--- config.mk ---
export PLATFORM = sky130hd
export DESIGN_NAME = dma_ctrls_mc
export DESIGN_NICKNAME = d
export VERILOG_FILES = /design/src/rtl/dma_pkg.sv /design/src/rtl/dma_desc_fifo.sv /design/src/rtl/dma_ctrls_mc.sv
export SDC_FILE = /design/constraint.sdc
export NUM_CORES = 2
export LEC_CHECK = 0
export BUFFER_PORTS_ARGS = -buffer_cell sky130_fd_sc_hd__buf_2
export CAP_MARGIN = 20
export CORE_MARGIN = 3
export CORE_UTILIZATION = 50
export CTS_CLUSTER_DIAMETER = 100
export CTS_CLUSTER_SIZE = 30
export DETAILED_ROUTE_END_ITERATION = 7
export GPL_TIMING_DRIVEN = 0
export PLACE_DENSITY = 0.68
export SYNTH_ARGS = -nofsm -noshare
export SYNTH_HDL_FRONTEND = slang
export SYNTH_SLANG_ARGS = --single-unit
--- constraint.sdc ---
create_clock -name clk -period 53.2 [get_ports clk]
set_input_delay 10.64 -clock clk [delete_from_list [all_inputs] [get_ports clk]]
set_output_delay 10.64 -clock clk [all_outputs]
set_load 0.005 [all_outputs]
--- src/rtl/dma_pkg.sv ---
// Shared types, register map and STAT layout for the multi-channel Venus-DMA CSR front-end.
package dma_pkg;

    localparam int DESC_CH_W = 3;

    localparam logic [5:0]  VENUSDMA_CFG_OFFSET     = 6'h00;
    localparam logic [5:0]  VENUSDMA_SRC_OFFSET     = 6'h08;
    localparam logic [5:0]  VENUSDMA_DST_OFFSET     = 6'h10;
    localparam logic [5:0]  VENUSDMA_LEN_OFFSET     = 6'h18;
    localparam logic [5:0]  VENUSDMA_STAT_OFFSET    = 6'h20;
    localparam logic [5:0]  VENUSDMA_ERRADDR_OFFSET = 6'h28;
    localparam logic [31:0] VENUSDMA_CH_STRIDE      = 32'h40;

    localparam int STAT_FULL_BIT  = 0;
    localparam int STAT_ERRSRC_LO = 1;
    localparam int STAT_ERR_BIT   = 3;
    localparam int STAT_BUSY_BIT  = 4;
    localparam int STAT_OVF_BIT   = 5;
    localparam int STAT_OCC_LO    = 8;

    localparam int CFG_START_BIT   = 0;
    localparam int CFG_LAST_BIT    = 1;
    localparam int CFG_CLR_IRQ_BIT = 2;
    localparam int CFG_CLR_ERR_BIT = 3;

    typedef logic [31:0] desc_addr_t;
    typedef logic [1:0]  err_src_t;

    typedef struct packed {
        logic        wr_en;
        logic [31:0] waddr;
        logic [31:0] wdata;
        logic        rd_en;
        logic [31:0] raddr;
    } csr_req_t;

    typedef struct packed {
        logic [511:0] rdata;
    } csr_resp_t;

    // ch is sized for the largest supported channel count (8).
    typedef struct packed {
        logic [DESC_CH_W-1:0] ch;
        desc_addr_t           src;
        desc_addr_t           dst;
        logic [31:0]          len;
        logic                 last;
    } dma_desc_t;

    typedef enum logic {
        ARB_IDLE = 1'b0,
        ARB_HOLD = 1'b1
    } arb_state_e;

    function automatic logic [31:0] stat_word(input logic full, input err_src_t es,
                                              input logic err, input logic busy,
                                              input logic ovf, input logic [3:0] occ);
        logic [31:0] w;
        w = '0;
        w[STAT_FULL_BIT]        = full;
        w[STAT_ERRSRC_LO +: 2]  = es;
        w[STAT_ERR_BIT]         = err;
        w[STAT_BUSY_BIT]        = busy;
        w[STAT_OVF_BIT]         = ovf;
        w[STAT_OCC_LO +: 4]     = occ;
        return w;
    endfunction

endpackage

--- src/rtl/dma_desc_fifo.sv ---
// Per-channel descriptor FIFO: show-ahead read data, push ignored when full, pop ignored when empty.
module dma_desc_fifo #(
    parameter int W     = 8,
    parameter int DEPTH = 4,
    localparam int PTR_W = $clog2(DEPTH),
    localparam int CNT_W = PTR_W + 1
) (
    input  logic             clk,
    input  logic             rst,
    input  logic             push,
    input  logic             pop,
    input  logic [W-1:0]     wdata,
    output logic [W-1:0]     rdata,
    output logic             full,
    output logic             empty,
    output logic [CNT_W-1:0] count
);

    logic [W-1:0]     mem_q [DEPTH];
    logic [W-1:0]     mem_d [DEPTH];
    logic [PTR_W-1:0] wr_ptr_q, wr_ptr_d;
    logic [PTR_W-1:0] rd_ptr_q, rd_ptr_d;
    logic [CNT_W-1:0] cnt_q, cnt_d;
    logic             do_push, do_pop;

    assign full  = (cnt_q == CNT_W'(DEPTH));
    assign empty = (cnt_q == '0);
    assign rdata = mem_q[rd_ptr_q];
    assign count = cnt_q;

    always_comb begin
        do_push  = push && !full;
        do_pop   = pop && !empty;
        mem_d    = mem_q;
        wr_ptr_d = wr_ptr_q;
        rd_ptr_d = rd_ptr_q;
        cnt_d    = cnt_q;
        if (do_push) begin
            mem_d[wr_ptr_q] = wdata;
            wr_ptr_d        = wr_ptr_q + 1'b1;
        end
        if (do_pop) begin
            rd_ptr_d = rd_ptr_q + 1'b1;
        end
        case ({do_push, do_pop})
            2'b10:   cnt_d = cnt_q + 1'b1;
            2'b01:   cnt_d = cnt_q - 1'b1;
            default: cnt_d = cnt_q;
        endcase
    end

    always_ff @(posedge clk or posedge rst) begin
        if (rst) begin
            wr_ptr_q <= '0;
            rd_ptr_q <= '0;
            cnt_q    <= '0;
        end else begin
            wr_ptr_q <= wr_ptr_d;
            rd_ptr_q <= rd_ptr_d;
            cnt_q    <= cnt_d;
        end
    end

    // Storage needs no reset: the pointers and count define what is valid.
    always_ff @(posedge clk) begin
        mem_q <= mem_d;
    end

endmodule

--- src/rtl/dma_ctrls_mc.sv ---
// Multi-channel CSR front-end: per-channel register windows and descriptor FIFOs,
// round-robin issue to the engine, in-flight tracking, completion IRQs and error capture.
import dma_pkg::*;

module dma_ctrls_mc #(
    parameter int NUM_CH     = 4,
    parameter int FIFO_DEPTH = 4,
    parameter int CH_W       = (NUM_CH > 1) ? $clog2(NUM_CH) : 1,
    parameter int INFL_W     = 4
) (
    input  logic              clk,
    input  logic              rst,
    input  csr_req_t          dma_csr_req_i,
    output csr_resp_t         dma_csr_resp_o,
    // Descriptor port: a descriptor transfers on any cycle with desc_valid_o && desc_ready_i;
    // once valid is raised, desc_o and valid hold until that handshake.
    output logic              desc_valid_o,
    input  logic              desc_ready_i,
    output dma_desc_t         desc_o,
    input  logic              done_valid_i,
    input  logic [CH_W-1:0]   done_ch_i,
    input  logic              done_last_i,
    input  logic              err_valid_i,
    input  logic [CH_W-1:0]   err_ch_i,
    input  desc_addr_t        err_addr_i,
    input  err_src_t          err_src_i,
    output logic [NUM_CH-1:0] irq_o,
    output logic [NUM_CH-1:0] err_irq_o,
    output arb_state_e        arb_state_o
);

    localparam int CNT_W = $clog2(FIFO_DEPTH) + 1;
    localparam logic [INFL_W-1:0] INFL_MAX = '1;
    localparam logic [CH_W-1:0]   LAST_CH  = CH_W'(NUM_CH - 1);

    logic [31:0]       src_q [NUM_CH], src_d [NUM_CH];
    logic [31:0]       dst_q [NUM_CH], dst_d [NUM_CH];
    logic [31:0]       len_q [NUM_CH], len_d [NUM_CH];
    desc_addr_t        err_addr_q [NUM_CH], err_addr_d [NUM_CH];
    err_src_t          err_src_q [NUM_CH], err_src_d [NUM_CH];
    logic [INFL_W-1:0] infl_q [NUM_CH], infl_d [NUM_CH];
    logic [NUM_CH-1:0] err_q, err_d, ovf_q, ovf_d, irq_q, irq_d;
    logic [CH_W-1:0]   rr_ptr_q, rr_ptr_d;
    arb_state_e        state_q, state_d;
    dma_desc_t         desc_q, desc_d;
    logic [511:0]      rdata_q, rdata_d;

    logic [NUM_CH-1:0] fifo_push, fifo_pop, fifo_full, fifo_empty;
    dma_desc_t         fifo_wdata;
    dma_desc_t         fifo_rdata [NUM_CH];
    logic [CNT_W-1:0]  fifo_cnt [NUM_CH];

    logic [CH_W-1:0]   wr_ch, rd_ch, held_ch, gnt_ch;
    logic [5:0]        wr_off;
    logic              wr_hit, rd_hit, hs, gnt_found;
    logic [NUM_CH-1:0] elig, busy;
    logic [31:0]       stat [NUM_CH];
    logic              unused_addr_bits;

    assign wr_ch   = dma_csr_req_i.waddr[6 +: CH_W];
    assign wr_off  = dma_csr_req_i.waddr[5:0];
    assign rd_ch   = dma_csr_req_i.raddr[6 +: CH_W];
    assign wr_hit  = dma_csr_req_i.wr_en && (int'(wr_ch) < NUM_CH);
    assign rd_hit  = dma_csr_req_i.rd_en && (int'(rd_ch) < NUM_CH);
    assign held_ch = desc_q.ch[CH_W-1:0];
    assign hs      = (state_q == ARB_HOLD) && desc_ready_i;
    assign unused_addr_bits = ^{dma_csr_req_i.waddr[31:6+CH_W], dma_csr_req_i.raddr[31:6+CH_W],
                                dma_csr_req_i.raddr[5:0]};

    // A START pushes the shadows as they stood before this cycle's write.
    always_comb begin
        fifo_wdata      = '0;
        fifo_wdata.ch   = DESC_CH_W'(wr_ch);
        fifo_wdata.src  = src_q[wr_ch];
        fifo_wdata.dst  = dst_q[wr_ch];
        fifo_wdata.len  = len_q[wr_ch];
        fifo_wdata.last = dma_csr_req_i.wdata[CFG_LAST_BIT];
    end

    for (genvar g = 0; g < NUM_CH; g++) begin : g_fifo
        dma_desc_fifo #(
            .W     ($bits(dma_desc_t)),
            .DEPTH (FIFO_DEPTH)
        ) u_fifo (
            .clk   (clk),
            .rst   (rst),
            .push  (fifo_push[g]),
            .pop   (fifo_pop[g]),
            .wdata (fifo_wdata),
            .rdata (fifo_rdata[g]),
            .full  (fifo_full[g]),
            .empty (fifo_empty[g]),
            .count (fifo_cnt[g])
        );
    end

    always_comb begin
        elig = '0;
        busy = '0;
        for (int c = 0; c < NUM_CH; c++) begin
            elig[c] = !fifo_empty[c] && (infl_q[c] != INFL_MAX);
            busy[c] = !fifo_empty[c] || (infl_q[c] != '0) ||
                      ((state_q == ARB_HOLD) && (int'(held_ch) == c));
            stat[c] = stat_word(fifo_full[c], err_src_q[c], err_q[c], busy[c], ovf_q[c],
                                4'(fifo_cnt[c]));
        end
    end

    always_comb begin
        gnt_found = 1'b0;
        gnt_ch    = '0;
        for (int k = 0; k < NUM_CH; k++) begin
            if (!gnt_found && elig[(int'(rr_ptr_q) + k) % NUM_CH]) begin
                gnt_found = 1'b1;
                gnt_ch    = CH_W'((int'(rr_ptr_q) + k) % NUM_CH);
            end
        end
    end

    always_comb begin
        state_d  = state_q;
        desc_d   = desc_q;
        rr_ptr_d = rr_ptr_q;
        fifo_pop = '0;
        case (state_q)
            ARB_IDLE: begin
                if (gnt_found) begin
                    fifo_pop[gnt_ch] = 1'b1;
                    desc_d           = fifo_rdata[gnt_ch];
                    state_d          = ARB_HOLD;
                end
            end
            ARB_HOLD: begin
                if (desc_ready_i) begin
                    rr_ptr_d = (held_ch == LAST_CH) ? '0 : held_ch + 1'b1;
                    state_d  = ARB_IDLE;
                end
            end
            default: state_d = ARB_IDLE;
        endcase
    end

    // Clears are applied first so that a same-cycle set always wins.
    always_comb begin
        src_d      = src_q;
        dst_d      = dst_q;
        len_d      = len_q;
        err_addr_d = err_addr_q;
        err_src_d  = err_src_q;
        infl_d     = infl_q;
        err_d      = err_q;
        ovf_d      = ovf_q;
        irq_d      = irq_q;
        fifo_push  = '0;
        for (int c = 0; c < NUM_CH; c++) begin
            if (wr_hit && (int'(wr_ch) == c)) begin
                case (wr_off)
                    VENUSDMA_SRC_OFFSET: src_d[c] = dma_csr_req_i.wdata;
                    VENUSDMA_DST_OFFSET: dst_d[c] = dma_csr_req_i.wdata;
                    VENUSDMA_LEN_OFFSET: len_d[c] = dma_csr_req_i.wdata;
                    VENUSDMA_CFG_OFFSET: begin
                        if (dma_csr_req_i.wdata[CFG_CLR_IRQ_BIT]) irq_d[c] = 1'b0;
                        if (dma_csr_req_i.wdata[CFG_CLR_ERR_BIT]) begin
                            err_d[c] = 1'b0;
                            ovf_d[c] = 1'b0;
                        end
                        if (dma_csr_req_i.wdata[CFG_START_BIT]) begin
                            if (fifo_full[c]) ovf_d[c] = 1'b1;
                            else              fifo_push[c] = 1'b1;
                        end
                    end
                    default: ;
                endcase
            end
            if (done_valid_i && done_last_i && (int'(done_ch_i) == c)) irq_d[c] = 1'b1;
            if (err_valid_i && (int'(err_ch_i) == c)) begin
                err_d[c]      = 1'b1;
                err_addr_d[c] = err_addr_i;
                err_src_d[c]  = err_src_i;
            end
            if (hs && (int'(held_ch) == c) &&
                !(done_valid_i && (int'(done_ch_i) == c) && (infl_q[c] != '0))) begin
                if (infl_q[c] != INFL_MAX) infl_d[c] = infl_q[c] + 1'b1;
            end else if (!(hs && (int'(held_ch) == c)) && done_valid_i &&
                         (int'(done_ch_i) == c) && (infl_q[c] != '0)) begin
                infl_d[c] = infl_q[c] - 1'b1;
            end
        end
    end

    always_comb begin
        rdata_d = '0;
        if (rd_hit) begin
            rdata_d = {320'h0, err_addr_q[rd_ch], stat[rd_ch], len_q[rd_ch], dst_q[rd_ch],
                       src_q[rd_ch], 32'h0};
        end
    end

    always_ff @(posedge clk or posedge rst) begin
        if (rst) begin
            for (int c = 0; c < NUM_CH; c++) begin
                src_q[c]      <= '0;
                dst_q[c]      <= '0;
                len_q[c]      <= '0;
                err_addr_q[c] <= '0;
                err_src_q[c]  <= '0;
                infl_q[c]     <= '0;
            end
            err_q    <= '0;
            ovf_q    <= '0;
            irq_q    <= '0;
            rr_ptr_q <= '0;
            state_q  <= ARB_IDLE;
            desc_q   <= '0;
            rdata_q  <= '0;
        end else begin
            src_q      <= src_d;
            dst_q      <= dst_d;
            len_q      <= len_d;
            err_addr_q <= err_addr_d;
            err_src_q  <= err_src_d;
            infl_q     <= infl_d;
            err_q      <= err_d;
            ovf_q      <= ovf_d;
            irq_q      <= irq_d;
            rr_ptr_q   <= rr_ptr_d;
            state_q    <= state_d;
            desc_q     <= desc_d;
            rdata_q    <= rdata_d;
        end
    end

    assign desc_valid_o         = (state_q == ARB_HOLD);
    assign desc_o               = desc_q;
    assign irq_o                = irq_q;
    assign err_irq_o            = err_q;
    assign dma_csr_resp_o.rdata = rdata_q;
    assign arb_state_o          = state_q;

endmodule

* Yosys cells after proc, flatten, opt, wreduce, memory -nomap -nowiden
Cells that the tools add are included.
** Operators by class
- Multiplexer cells :: 143
- Bitwise gates (word level) :: 15
- $add $sub $neg :: 28
- $lt $le $gt $ge :: 21
- Equal/unequal tests :: 36
- Reductions and logical operators :: 171
** Operator list (number)
- 400-bit bitwise mux :: 4
- 100-bit two-way mux :: 14
- 100-bit binary-select mux with 2-bit select :: 5
- 100-bit demux with 2-bit select :: 4
- 32-bit binary-select mux with 2-bit select :: 8
- 32-bit two-way mux :: 16
- 192-bit two-way mux :: 1
- 1-bit logical AND :: 66
- 2-bit nonzero test :: 32
- 1-bit two-way mux :: 62
- 4-bit two-way mux :: 14
- 2-bit AND reduction :: 22
- 3-bit >= comparator, second input constant :: 11
- 2-bit NOT with 3-bit output :: 11
- 2-bit == test, second input constant :: 13
- 3-bit one-hot mux with 2 select lines :: 4
- 3-bit AND reduction :: 8
- 2-bit by 1-bit adder with 2-bit output, second input constant :: 10
- 1-bit logical NOT :: 19
- 4-bit by 1-bit adder with 4-bit output, second input constant :: 4
- 2-bit by 1-bit == test with 1-bit output, second input constant :: 8
- 4-bit inequality test, second input constant :: 4
- 4-bit nonzero test :: 4
- 4-bit by 1-bit subtractor with 4-bit output, second input constant :: 4
- 22 further kinds :: 66
** Storage, ports and cells
- Input port bits :: 142
- Register bits :: 2791

* Depth between registers and ports, before layout
- Depth after elaboration :: 24
- Gate-level depth with buffers :: 13
- Mapped depth without buffers :: 12

* Hierarchy
From an unflattened synthesis, not the netlist that was laid out.
** Second synthesis, totals
- Cells, all modules :: 5229
- Area total of the unflattened synthesis :: 99934.6 um^2
** By module, submodules not included
- dma_desc_fifo :: instances 4, area each 14859.3 um^2, sequential area each 12186.7 um^2, cells an instance 560
- dma_ctrls_mc :: instances 1, area each 40497.6 um^2, sequential area each 19718.9 um^2, cells an instance 2989

* Worst setup path after synthesis
Ideal clock, no wire load.
- Path kind :: input -> register
- From :: input dma_csr_req_i[67] (netlist name)
- To :: register g_fifo[0].u_fifo.mem_q[0] (netlist name) (enable)
- Setup slack :: 38388 ps
- Data arrival time :: 14343 ps
- Data required time :: 52731 ps
- Stages :: 6
- Buffers on the path :: 0
- Cell sequence :: nor4_2 > or3b_4 > nor4b_4 > nand2_2 > a21oi_4 > and2_1
** Between the ends
- Longest elaborated chain between the ends :: 4
** RTL lines
- start: declaration :: line dma_ctrls_mc.sv:13 : input csr_req_t dma_csr_req_i,
- 6-bit logical NOT :: line dma_ctrls_mc.sv:157 : case (wr_off)
- 1-bit two-way mux :: line dma_ctrls_mc.sv:157
- 1-bit two-way mux :: line dma_ctrls_mc.sv:156 : if (wr_hit && (int'(wr_ch) == c)) begin
- 1-bit logical AND :: line dma_desc_fifo.sv:32 : do_push = push && !full;
- end signal: assignment :: line dma_desc_fifo.sv:66 : mem_q <= mem_d;
- end: declaration :: line dma_desc_fifo.sv:19 : logic [W-1:0] mem_q [DEPTH];
Every way passes these cells.
A chain may end at the register's enable or synchronous reset.

* Final worst setup path
- From :: input dma_csr_req_i[67] (netlist name)
- To :: register g_fifo[2].u_fifo.mem_q[354] (netlist name) (enable)
** Between the ends
- Longest elaborated chain between the ends :: 4
** RTL lines (line)
- 6-bit logical NOT :: dma_ctrls_mc.sv:157
- 1-bit two-way mux :: dma_ctrls_mc.sv:157
- 1-bit two-way mux :: dma_ctrls_mc.sv:156
- 1-bit logical AND :: dma_desc_fifo.sv:32
- end signal: assignment :: dma_desc_fifo.sv:66
- end: declaration :: dma_desc_fifo.sv:19
Every way passes these cells.

==> results.md <==
Floorplanning:
- The standard-cell row count is 162.
- Measured along the x axis, the die boundary spans 450 um.
- The floorplan step set the die height to 450 um.
- The count of pins on the block boundary is 764.
- The floorplan step defined a core boundary enclosing 195,000 um2.
- The die covers 202,000 um2.
- For this configuration, the core starts out at a cell density of 50.4%.

Yosys:
- The Yosys step of the flow raised 0 warnings.
- The share of synthesized flip-flops with an asynchronous set or reset is 34.0%.
- A synthesized cell averages 19.0 um2.
- The number of flops mapped to enable cells by yosys is 1,584.
- After synthesis the cells add up to 98,500 um2.
- The synthesized design contains 2,399 register bits.
- The count of different cell masters after synthesis is 65.
- The primary flip-flop cell chosen by synthesis mapping is edfxtp_1.
- The share of the Yosys chip area taken by registers is 69.0%.
- Synthesis handed over a netlist of 5,193 instances.

Setup path:
- STA classifies the critical path endpoint as a flop.
- Data on the critical path arrives at its endpoint at 14,060 ps.
- The required time at the worst-slack endpoint is 53,620 ps.
- Along the worst path, the maximum fanout reaches 43.
- The category of the worst setup path launch point is a primary input.
- The start-to-end type of the worst setup path is in2reg.

STA:
- The final critical path takes up 25.6% of the cycle.
- The final number of setup-violating endpoints is 0.
- Setup repair after global routing left no endpoint under its margin.
- The transition at the pin with the smallest max-transition slack is 1170 ps.
- The fmax is 0.0734 GHz.
- The worst pin sits at a relative slew slack of 22.2%.
- The total count of max-transition violations in the final report is 0.
- The worst path in the final design needs a cycle of 13,630 ps, including I/O delays and setup.
- The aggregate negative setup slack is 0 ps.
- The final worst clock skew is 57.4 ps.
- The count of endpoints failing hold in the final timing report was 0.
- Setup slack on the critical path of the routed design comes to 39,570 ps.

Routing:
- Dividing the detail-routed via count by the number of cells gives 5.79.
- The detailed router put a total of 96.1 mm of wire on met1.
- The sum of met2 wire segment lengths after detailed routing is 128 mm.
- The first TritonRoute pass finished after 7 iterations.
- Wires add up to 255 mm.
- The average wire length per cell after detail routing is 29.0 um.
- The number of nets still failing antenna checks after routing is 0.
- The highest metal layer used by the detailed router is met5.
- The detailed route wirelength on metal3 is 19.0 mm.
- The number of design rule violations left after detail routing is 0.
- The detailed router placed 50,800 vias in this run.
- The violation count after the first detailed-routing iteration is 5,139.

Clock tree:
- The clock tree from TritonCTS is done.
- The later pin in the worst-skew pair is clocked with a latency of 790 ps.
- Counting the buffers created by CTS gives 92.
- In this run the clock root is driven by a clkbuf_16.
- In this run the number of H-tree levels came out at 3.
- The buffer depth of the longest clock path is 3.
- The quantity of gates resized following cts is 0.
- After clock tree synthesis, the setup repair step added 0 buffers.
- The clock-pin slew on the worst setup and hold paths is 100 ps.
- Buffers inserted to repair hold after CTS numbered 0.
- The clock net sink count is 2,399.

GRT:
- The global router's overall resource usage is 25.1%.
- The via count of the first global-routing pass is 51,800.
- The maximum number of pins on one net before global-route repair is 130.
- The number of antenna violations at the first check in global routing is 50.
- The first global-routing pass estimated 368 mm of wire.
- Global routing finished with a remaining overflow of 0.

Power:
- The largest voltage drop on the vdd net is 0.0000382 V.
- Power spread over the standard cell area amounts to 40.1 nW/um2.
- The design draws 4.37 mW.
- The leakage power summed over all cells is 42.5 nW.

Layout:
- The area added between synthesis and finish is 10.8%.
- The fraction of final layout cells with drive strength greater than 1 is 34.8%.
- The number of filler instances in the final layout is 15,100.
- The total number of nets in the final design is 6,231.

Status:
- The run finished with clean final reports.

Place:
- Buffers placed on the I/O ports in this run total 329.
- Before CTS, the worst setup slack after placement is 38,780 ps.
- The congestion estimate from routability-driven global placement came to 0.825.
- The half-perimeter wire length after placement is 174 mm.

Job:
- The max-capacitance violation count is 0.

Hold path:
- The path class of the lowest-slack min-delay path is reg2reg.
[critical path, stage by stage]
cell and delay, ps:
buf_2 100, nor4_2 830, or3b_4 510, nor3_2 620
nand2_1 150, nor2_2 290, and2_4 460, buf_16 290
[synthesized netlist by cell type (4+ instances only)]
library cell  number  area [um2]
edfxtp_1        1584       47600
dfrtp_1          815       20400
mux4_2           627       14100
mux2_2           527        5930
buf_4            388        2910
nand3_1          212        1060
clkbuf_1         179         672
nand2_1          157         589
and2_1           152         951
mux2i_1          102        1020
o2111ai_1         99         867
buf_1             79         297
buf_2             46         230
ha_1              32         400
inv_1             29         109
xnor2_1           22         193
xor2_1            18         158
nor2_1            14        52.6
a21oi_1           10        50.1
and3_1             9        56.3
fa_1               8         160
nor3_2             7        70.1
o21ai_0            7        35.0
a21o_1             6        45.0
a32o_1             4        40.0
nor3_1             4        20.0
[placed cells by master, fill, tap and decap left out, drive strengths merged, types with 3 or more instances in the layout]
cell and count:
a32o 4, mux2 528, clkbuf 335, nand3 212, o21ai 10, a21o 6, fa 8, dfrtp 815
mux2i 102, nand4 3, o2111ai 99, diode 31, edfxtp 1584, mux4 627, clkinv 6, xnor2 22
a21oi 11, or3 4, xor2 18, nor2 16, ha 32, nor4 4, and2 152, nor3 11
or3b 3, conb 376, inv 34, nand2 158, and3 9, buf 901
[power breakdown]
group,leakage [nW],total [mW],internal [mW],switching [mW]
Clock,1.34,0.918,0.355,0.562
Combinational,15.5,1.30,0.552,0.746
Sequential,25.6,2.16,2.09,0.0708
Total,42.5,4.37,2.99,1.38
[per-layer routing]
metal | vias up | GRT usage [%]
li1 | 21200 | -
met1 | 27200 | 32.6
met2 | 2020 | 41.9
met3 | 357 | 4.96
met4 | 16 | 10.1
met5 | - | 0
[flip-flops by register name, summed over array words and instances, names as in the netlist]
signal	count
g_fifo.u_fifo.wr_ptr_q	8
ovf_q	4
g_fifo.u_fifo.mem_q	1584
infl_q	16
err_irq_o	4
g_fifo.u_fifo.count	12
err_addr_q	128
desc_o	99
g_fifo.u_fifo.rd_ptr_q	8
irq_o	4
dst_q	128
arb_state_o	1
dma_csr_resp_o	137
len_q	128
src_q	128
rr_ptr_q	2
err_src_q	8
[through the flow]
stage / hold WS (ps) / utilization (%) / instances / cell area, um2
floorplan: 444 / - / 5568 / 99900
global placement: 466 / 53.7 / 8521 / 105000
detailed placement: 472 / 54.3 / 8570 / 106000
CTS: 499 / 55.8 / 8739 / 109000
global route: 516 / 55.8 / 8756 / 109000
finish: 495 / 55.9 / 8779 / 109000
[kinds of logic after synthesis]
kind of cell / count (synthesis) / share of synthesized area (%)
AOI/OAI and AO/OA: 145 / 1.24
xor gates and xnor gates: 40 / 0.356
muxes: 1257 / 21.4
buffers and inverters: 723 / 4.30
adders and majority gates: 40 / 0.569
and+or+nand+nor: 588 / 3.12
other: 1 / 0.00381
DFF: 2399 / 69.0
[path summary, 6_finish.rpt]
kind / cells after the start / start / slack (ps) / to
worst max-delay path: 8 / dma_csr_req_i[67] / 39570 / g_fifo[2].u_fifo.mem_q[354]
worst min-delay path: 2 / desc_o[51] / 490 / desc_o[51]
worst max register to register: 13 / g_fifo[1].u_fifo.count[2] / 49410 / g_fifo[1].u_fifo.count[2]
worst min register to register: 2 / desc_o[51] / 490 / desc_o[51]
max in group asynchronous: 6 / rst / 40980 / desc_o[49]
min in group asynchronous: 2 / rst / 9820 / err_addr_q[49]
[cell type report]
type	count	area, um2	area share (%)
Buffer	694	4130	3.78
Inverter	29	116	0.107
Timing Repair Buffer	387	3040	2.78
Clock inverter	14	215	0.197
Multi-Input combinational cell	2446	27700	25.4
Antenna cell	31	77.6	0.0711
Clock buffer	155	2600	2.38
Sequential cell	2399	68000	62.3
Tap cell	2624	3280	3.01
Power figures use the tool's default switching activity.
